--- src/rtl/rc4_pkg.sv ---
// ----------------------------------------------------------------------------
// rc4_pkg
// Shared types and constants for the RC4 keystream / decrypt engines.
//   rc4_state_e     : PRGA decryptor FSM states
//   ASCII_*         : bounds of the accepted plaintext alphabet (space, a..z)
//   DEFAULT_MSG_LEN : message length used when the top is not overridden
// ----------------------------------------------------------------------------
package rc4_pkg;

    typedef enum logic [3:0] {
        ST_IDLE,
        ST_RD_SI,
        ST_WT_SI,
        ST_RD_SJ,
        ST_WT_SJ,
        ST_WR_SI,
        ST_WR_SJ,
        ST_RD_F,
        ST_WT_F,
        ST_WR_DEC,
        ST_DONE
    } rc4_state_e;

    localparam logic [7:0] ASCII_SPACE     = 8'h20;
    localparam logic [7:0] ASCII_LO        = 8'h61;
    localparam logic [7:0] ASCII_HI        = 8'h7A;
    localparam int         DEFAULT_MSG_LEN = 32;

endpackage

--- src/rtl/rc4_ascii_check.sv ---
// ----------------------------------------------------------------------------
// rc4_ascii_check
// Combinational plaintext filter: a byte is accepted when it is a space or a
// lowercase letter. Also used by the key-search controller.
//   i_byte  : candidate plaintext byte
//   o_valid : 1 when i_byte is in {space, a..z}
// ----------------------------------------------------------------------------
module rc4_ascii_check
    import rc4_pkg::*;
(
    input  logic [7:0] i_byte,
    output logic       o_valid
);

    assign o_valid = (i_byte == ASCII_SPACE) ||
                     ((i_byte >= ASCII_LO) && (i_byte <= ASCII_HI));

endmodule

--- src/rtl/rc4_prga_decryptor.sv ---
// ----------------------------------------------------------------------------
// rc4_prga_decryptor
// RC4 keystream generator (PRGA) and decryptor. Walks an already key-scheduled
// S-memory, swapping S[i]/S[j] per byte, XORs the keystream byte with the
// encrypted ROM and writes plaintext into the decrypted RAM. Nine cycles per
// byte; all memory outputs are registered.
//   clk, rst_n            : clock, async active-low reset
//   start                 : level enable, held high for the run
//   s_address/s_data/
//   s_wren/s_read_data    : S-memory port (1-cycle read latency)
//   rom_address/rom_q     : encrypted ROM (1-cycle read latency)
//   dec_address/dec_data/
//   dec_wren              : decrypted-message RAM write port
//   done/success          : run finished; success=0 means plaintext check abort
// ----------------------------------------------------------------------------
module rc4_prga_decryptor
    import rc4_pkg::*;
#(
    parameter int MSG_LEN     = DEFAULT_MSG_LEN,
    parameter int CHECK_ASCII = 1
) (
    input  logic       clk,
    input  logic       rst_n,
    input  logic       start,
    input  logic [7:0] s_read_data,
    output logic [7:0] s_address,
    output logic [7:0] s_data,
    output logic       s_wren,
    output logic [7:0] rom_address,
    input  logic [7:0] rom_q,
    output logic [7:0] dec_address,
    output logic [7:0] dec_data,
    output logic       dec_wren,
    output logic       done,
    output logic       success
);

    localparam logic [7:0] LAST_K = 8'(MSG_LEN - 1);

    rc4_state_e r_state;
    logic [7:0] r_i, r_j, r_k, r_si, r_sj, r_db;

    logic [7:0] w_j_next;
    logic [7:0] w_f_addr;
    logic [7:0] w_db;
    logic       w_db_valid;

    assign w_j_next = r_j + s_read_data;
    // After the swap S[i]+S[j] is still si+sj, so no re-read is needed.
    assign w_f_addr = r_si + r_sj;
    assign w_db     = s_read_data ^ rom_q;

    rc4_ascii_check u_ascii (
        .i_byte  (r_db),
        .o_valid (w_db_valid)
    );

    // Outputs are registered: each transition loads the values belonging to
    // the state being entered, so they are stable for that whole state.
    always_ff @(posedge clk or negedge rst_n) begin
        if (!rst_n) begin
            r_state     <= ST_IDLE;
            r_i         <= '0;
            r_j         <= '0;
            r_k         <= '0;
            r_si        <= '0;
            r_sj        <= '0;
            r_db        <= '0;
            s_address   <= '0;
            s_data      <= '0;
            s_wren      <= 1'b0;
            rom_address <= '0;
            dec_address <= '0;
            dec_data    <= '0;
            dec_wren    <= 1'b0;
            done        <= 1'b0;
            success     <= 1'b0;
        end else begin
            s_address   <= '0;
            s_data      <= '0;
            s_wren      <= 1'b0;
            dec_address <= '0;
            dec_data    <= '0;
            dec_wren    <= 1'b0;
            case (r_state)
                ST_IDLE: begin
                    if (start) begin
                        r_i         <= 8'd1;
                        r_j         <= '0;
                        r_k         <= '0;
                        s_address   <= 8'd1;
                        rom_address <= '0;
                        r_state     <= ST_RD_SI;
                    end
                end
                ST_RD_SI: r_state <= ST_WT_SI;
                ST_WT_SI: begin
                    r_si      <= s_read_data;
                    r_j       <= w_j_next;
                    s_address <= w_j_next;
                    r_state   <= ST_RD_SJ;
                end
                ST_RD_SJ: r_state <= ST_WT_SJ;
                ST_WT_SJ: begin
                    r_sj      <= s_read_data;
                    s_address <= r_i;
                    s_data    <= s_read_data;
                    s_wren    <= 1'b1;
                    r_state   <= ST_WR_SI;
                end
                ST_WR_SI: begin
                    // When i==j this rewrites the same cell with the same byte.
                    s_address <= r_j;
                    s_data    <= r_si;
                    s_wren    <= 1'b1;
                    r_state   <= ST_WR_SJ;
                end
                ST_WR_SJ: begin
                    s_address <= w_f_addr;
                    r_state   <= ST_RD_F;
                end
                ST_RD_F: r_state <= ST_WT_F;
                ST_WT_F: begin
                    r_db        <= w_db;
                    dec_address <= r_k;
                    dec_data    <= w_db;
                    dec_wren    <= 1'b1;
                    r_state     <= ST_WR_DEC;
                end
                ST_WR_DEC: begin
                    if ((CHECK_ASCII != 0) && !w_db_valid) begin
                        done    <= 1'b1;
                        success <= 1'b0;
                        r_state <= ST_DONE;
                    end else if (r_k == LAST_K) begin
                        done    <= 1'b1;
                        success <= 1'b1;
                        r_state <= ST_DONE;
                    end else begin
                        r_k         <= r_k + 8'd1;
                        r_i         <= r_i + 8'd1;
                        s_address   <= r_i + 8'd1;
                        rom_address <= r_k + 8'd1;
                        r_state     <= ST_RD_SI;
                    end
                end
                ST_DONE: begin
                    if (!start) begin
                        done        <= 1'b0;
                        success     <= 1'b0;
                        rom_address <= '0;
                        r_state     <= ST_IDLE;
                    end
                end
                default: begin
                    rom_address <= '0;
                    r_state     <= ST_IDLE;
                end
            endcase
        end
    end

endmodule
--- config.mk ---
export PLATFORM = sky130hd
export DESIGN_NAME = rc4_prga_decryptor
export DESIGN_NICKNAME = d
export VERILOG_FILES = /design/src/rtl/rc4_pkg.sv /design/src/rtl/rc4_ascii_check.sv /design/src/rtl/rc4_prga_decryptor.sv
export SDC_FILE = /design/constraint.sdc
export NUM_CORES = 1
export LEC_CHECK = 0
export CAP_MARGIN = 20
export CORE_UTILIZATION = 59
export DETAILED_ROUTE_END_ITERATION = 16
export DONT_BUFFER_PORTS = 1
export PLACE_DENSITY = 0.72
export SLEW_MARGIN = 10
export SYNTH_ARGS = -nofsm -noshare
export SYNTH_HDL_FRONTEND = slang
export SYNTH_HIERARCHICAL = 1
export SYNTH_SLANG_ARGS = --single-unit
export TNS_END_PERCENT = 20
--- constraint.sdc ---
create_clock -name clk -period 2.9 [get_ports clk]
set_input_delay 0.29 -clock clk [delete_from_list [all_inputs] [get_ports clk]]
set_output_delay 0.29 -clock clk [all_outputs]
set_load 0.01 [all_outputs]
==> impl_results.md, run 1 <==
- Post-route antenna net violation count: 0
- Clock transition at the registers of the reported paths: 90 ps
- Worst Hold Path Cells: 2
- Layout Skew: 10.7 ps
- Max-slew headroom: 0.517
- Cells after DPL: 562
- Layout Nets: 510
- CP Max Fanout: 3
- Cts bufs inserted: 9
- Fill cells: 627
- Iteration-0 DRC Markers: 198
- Most common cell in the synthesized netlist: dfrtp_1
- Unique masters post-synth: 55
- Overflow after GRT: 0
- Setup TNS: 0 ps
- Max Cap Violations: 0
- Total leakage power: 2.50 nW
- Vias in the first global route: 3317
- Final hold vios: 0
- Residual DRC: 0
- Wire length of the first global-routing pass: 16.8 mm
- Via/cell ratio: 6.03
- # rows: 32
- Yosys top cell area share: 0.501
- Synth Cell Area: 4800 um^2
- Layout cells sized above 1: 0.101
- H-tree Lvls: 3
- Postcts setup bufs: 0
- Worst-margin pin slew: 722 ps
- Yosys warns: 6
- Max Clock Freq: 0.438 GHz
- Syn Inst Count: 474
- Hpwl dp: 7.13 mm
- Worst min path class: input port to register
- Yosys top cell by area: dfrtp_1
- CORE AREA: 7810 um^2
- I/O pin cnt: 63
- Worst r2r path cells: 9
- Final Setup Violations: 0
- Post-synthesis sequential element count: 96
- Largest net degree at the start of global routing: 97
- Max Slew Vio Count: 0
- CTS Sinks: 96
- Vias: 3492
- Main flop type after synthesis: dfrtp_1
- Initial Util: 0.615
- Required time worst endpoint: 3130 ps
- # resized after CTS: 0
- Final Non-Filler Cells: 579
- Period Utilization, post-route: 0.788
- Sequential area share after synthesis: 0.501
- P per Cell Area: 958 nW/um^2
- DRT Pass-1 Iters: 5
- Initial antenna violation count: 0
- Clk root buf: clkbuf_8
- Mean Syn Cell Area: 10.1 um^2
- CTS tree: done
- Total track usage: 0.258
- Ranking of synthesized cells by area: dfrtp_1 (50%), nand2_1 (5.8%), ha_1 (4.2%)
- Avg WL per Cell: 17.3 um
- Fin crit period: 2280 ps
- Commonest cells in the netlist: dfrtp_1 (96), nand2_1 (74), nor2_1 (36)
- Die W: 92.2 um
- Routability cong.: 0.828
- Critical path class: register to register
- Antenna diodes: 0
- Port Buffers: 0
- RSZ-0062 raised after global routing: no
- Syn nets: 511
- Area Growth Syn to Fin: 6.28%
- Crit path capture type: register
- Die Y: 92.2 um
- Die ar.: 8500 um^2
- Asr flop ratio synth: 1.00
- CP arrival: 2510 ps
- EDFF count, synth: 0
- Critical Path Source Type: register
- Status: finished, final reports clean
- Maximum VDD drop: 525 uV
- Clock latency on the worst-skew pair: 360 ps
- Final WL: 10.0 mm
- CTS Buffer Depth: 2
worst max-delay path: stages, from the launching register on:
cell and delay (ps):
dfrtp_1 390, ha_1 200, inv_1 60, fa_1 390, nand2b_1 150, a21boi_0 210
o21ai_0 160, mux2i_1 140, o21ai_0 310, nand4_1 140
final timing paths:
path | from | end | slack [ps]
worst max register to register | r_si[0]$_DFFE_PN0P_ | s_address[6]$_DFF_PN0_ | 620
max in group asynchronous | rst_n | s_data[4]$_DFF_PN0_ | 2050
worst max-delay path | r_si[0]$_DFFE_PN0P_ | s_address[6]$_DFF_PN0_ | 620
worst min-delay path | s_read_data[5] | r_si[5]$_DFFE_PN0P_ | 30
min in group asynchronous | rst_n | dec_data[7]$_DFF_PN0_ | 500
worst min register to register | r_db[5]$_DFFE_PN0P_ | r_db[5]$_DFFE_PN0P_ | 480
registers in the layout, indices dropped and copies added (netlist names), 4 cells and up:
| name | count |
|---|---|
| dec_address | 8 |
| dec_data | 8 |
| r_db | 8 |
| r_i | 8 |
| r_j | 8 |
| r_k | 8 |
| r_si | 8 |
| r_sj | 8 |
| r_state | 4 |
| rom_address | 8 |
| s_address | 8 |
| s_data | 8 |
cells by family after synthesis:
group | Yosys count | synth area share
AO/OA/AOI/OAI | 99 | 0.138
multiplexers | 20 | 0.0438
flip-flops | 96 | 0.501
adder cells (fa/ha/maj) | 18 | 0.0501
AND/OR/NAND/NOR | 180 | 0.185
buffers and inverters | 35 | 0.0352
XOR/XNOR | 26 | 0.0475
per-layer routing:
layer  part of all wire  up-vias  GRT usage
li1                   -     1644          -
met1               0.46     1739      0.351
met2               0.48       91      0.412
met3              0.043       18     0.0539
met4              0.018        0     0.0859
met5                  0        -          0
layout make-up:
cell class / instances / area [um^2] / share of cell area
repair buffers: 8 / 82.6 / 0.0162
clock buffers: 11 / 151 / 0.0297
multi-input cells: 343 / 2230 / 0.437
clock inverters: 4 / 52.6 / 0.0103
inverters: 15 / 56.3 / 0.0110
well taps: 102 / 128 / 0.0250
flip-flops and latches: 96 / 2400 / 0.471
metrics by stage:
| step | hold WS, ps | setup slack [ps] | util | cell area [um^2] | power [mW] |
|---|---|---|---|---|---|
| after floorplan | -5.59 | 997 | - | 4800 | 3.53 |
| after global routing | 28.4 | 413 | 0.653 | 5100 | 5.25 |
| after detailed placement | -3.63 | 671 | 0.622 | 4860 | 3.97 |
| after CTS | 14.8 | 623 | 0.653 | 5100 | 4.91 |
| final | 31.3 | 616 | 0.653 | 5100 | 4.88 |
| after global placement | -3.94 | 661 | 0.622 | 4860 | 3.89 |
cells in the final DEF (no fill, tap or decap), types with 4 or more instances in the layout:
master / instances
xnor2_1: 19
nor2_1: 36
a21oi_1: 12
dfrtp_1: 96
a22o_1: 6
nor2b_1: 4
a21o_1: 14
nor3_1: 4
buf_4: 6
o21ai_1: 8
ha_1: 16
xor2_1: 7
o211ai_1: 4
mux2i_1: 12
nand2_1: 74
clkbuf_8: 11
nand3_1: 9
o21ai_0: 28
and3_1: 17
inv_1: 15
mux2_2: 8
o31ai_1: 6
nand2b_1: 8
timing repair:
| item | CTS | global route |
|---|---|---|
| hold buffers | 2 | 0 |
| hold endpoints to repair | 96 | 0 |
| endpoints found under the setup margin | 0 | 0 |
power breakdown:
| part | leakage (nW) | internal (mW) | switching, mW |
|---|---|---|---|
| Combinational | 1.13 | 0.856 | 1.06 |
| Clock | 0.106 | 0.444 | 0.458 |
| Sequential | 1.26 | 1.70 | 0.373 |
Note: power is estimated with default switching activity, not from simulation.
==> inputs of run 2 (changes only) <==
Settings changed: CORE_UTILIZATION 59 to 57.
Clock period 2.9 ns to 2.1 ns, I/O delays scaled along.
==> run 2 against run 1 <==
Effect of this change:
- count of clock-buffer cells in the layout shrank 1
- register-to-register slack lost 580 ps
- critical path depth shrank 2
- combinational power grew 58%
- the run now ends with hold timing left
- clock skew is essentially flat
- critical path type unchanged
- clock power grew 35%
- utilization shrank 0.32 points
- non-clock buffer count grew 19
- routed wire length grew 8.0%
- hold slack lost 510 ps
- final area grew 4.2%
- first-iteration DRC count is the same
==> impl_results.md, run 2 (same netlist as run 1, synthesis figures left out) <==
- Max-slew headroom: 0.480
- Fill cells: 660
- Die Y: 93.8 um
- Vias in the first global route: 3425
- CTS tree: done
- Via/cell ratio: 5.98
- Area Growth Syn to Fin: 10.7%
- Critical path class: register to register
- Fin crit period: 2060 ps
- Wire length of the first global-routing pass: 17.3 mm
- Max Clock Freq: 0.486 GHz
- Routability cong.: 0.876
- Worst min path class: input port to async pin
- Die W: 93.8 um
- Cells after DPL: 577
- Maximum VDD drop: 844 uV
- Initial antenna violation count: 0
- Setup slack, reg-to-reg: 40 ps
- Power Total: 7.06 mW
- Worst r2r path cells: 7
- Total track usage: 0.264
- CTS Sinks: 96
- Worst-margin pin slew: 776 ps
- Buf/Inv on CP: 0
- # rows: 33
- CORE AREA: 8180 um^2
- Avg WL per Cell: 17.9 um
- Layout Skew: 10.9 ps
- Status: complete, but fails checks
- Max Cap Violations: 0
- Final hold slack: -476 ps
- Die ar.: 8790 um^2
- Final worst setup slack: 40.4 ps
- Top Family by Delay on Critical Path: compound AO/OA/AOI/OAI gates
- FF-to-FF Start: r_si[1]$_DFFE_PN0P_
- Post-route antenna net violation count: 0
- Largest net degree at the start of global routing: 97
- P per Cell Area: 1330 nW/um^2
- Failing checks: hold timing
- CP Max Fanout: 3
- Initial Util: 0.587
- Final Non-Filler Cells: 603
- Commonest cells after routing, fill and taps aside: dfrtp_1 (96), nand2_1 (74), nor2_1 (36)
- Port Buffers: 0
- Residual DRC: 0
- Antenna diodes: 0
- Hold_buf cts: 8
- Iteration-0 DRC Markers: 198
- Final Setup Violations: 0
- Final hold vios: 96
- DRT Pass-1 Iters: 5
- Vias: 3605
- CP arrival: 2310 ps
- Cts bufs inserted: 9
- H-tree Lvls: 3
- Layout cells sized above 1: 0.139
- Total leakage power: 2.59 nW
- Overflow after GRT: 0
- RSZ-0062 raised after global routing: yes
- Final WL: 10.8 mm
- Slowest stage delay, CP: 400 ps
- Crit path capture type: register
- Most common cell after layout, fill and taps aside: dfrtp_1
- Required time worst endpoint: 2350 ps
- Layout Nets: 530
- Post-place setup slack: -11.1 ps
- I/O pin cnt: 63
- Clock latency on the worst-skew pair: 370 ps
- Layout Utilization: 0.650
- Clock transition at the registers of the reported paths: 100 ps
- Worst r2r dst: s_address[7]$_DFF_PN0_
- Slowest stage cell, crit path: dfrtp_1
- Hpwl dp: 7.41 mm
- Period Utilization, post-route: 0.981
- Clk root buf: clkbuf_8
- CP Cell Sequence: ha_1 -> a21oi_1 -> o211ai_1 -> nor4_2 -> nor3_2 -> xnor2_1 -> a221o_1
- Max Slew Vio Count: 0
- Critical Path Source Type: register
- CTS Buffer Depth: 2
## run 2: per-layer routing
layer / GRT usage / vias up / wire length, um / share of wire
li1: - / 1683 / - / -
met1: 0.355 / 1793 / 4910 / 0.45
met2: 0.415 / 107 / 5120 / 0.47
met3: 0.0453 / 22 / 476 / 0.044
met4: 0.122 / 0 / 306 / 0.028
met5: 0 / - / 0 / 0
## run 2: worst max path at each step
stage	from	end	slack, ps	cells after the start
2_1_floorplan	r_j[0]$_DFFE_PN0P_	s_address[6]$_DFF_PN0_	200	9
3_3_place_gp	r_db[1]$_DFFE_PN0P_	r_i[5]$_DFFE_PN0P_	60	7
3_5_place_dp	r_j[0]$_DFFE_PN0P_	s_address[6]$_DFF_PN0_	-10	9
4_1_cts	r_db[1]$_DFFE_PN0P_	r_i[5]$_DFFE_PN0P_	-6	7
5_1_grt	r_j[1]$_DFFE_PN0P_	s_address[7]$_DFF_PN0_	-40	7
6_report	r_si[1]$_DFFE_PN0P_	s_address[7]$_DFF_PN0_	40	7
## run 2: per-stage QoR
stage / instance area (um^2) / setup TNS, ps
after floorplan: 4800 / 0
after global placement: 4950 / 0
after detailed placement: 4950 / -16.6
after CTS: 5240 / -6.30
after global routing: 5310 / -104
final: 5310 / 0
## run 2: area by class of cell
class / instances / area (um^2) / share of cell area
multi-input cells: 344 / 2300 / 0.433
clock buffers: 10 / 128 / 0.0240
flip-flops and latches: 96 / 2400 / 0.452
inverters: 15 / 56.3 / 0.0106
well taps: 105 / 131 / 0.0247
repair buffers: 27 / 226 / 0.0426
clock inverters: 6 / 70.1 / 0.0132
## run 2: report_power, final
part           total, mW  internal (mW)  switching [mW]
Clock               1.22          0.557           0.659
Sequential          2.84           2.34           0.496
Combinational       3.01           1.40            1.60
Total               7.06           4.30            2.76
## run 2: timing repair
item	in CTS	in global routing
gates cloned	0	1
buffers inserted	0	1
pin swaps	1	5
hold endpoints to repair	118	96
setup endpoints to repair	3	32
gates resized for setup	2	13
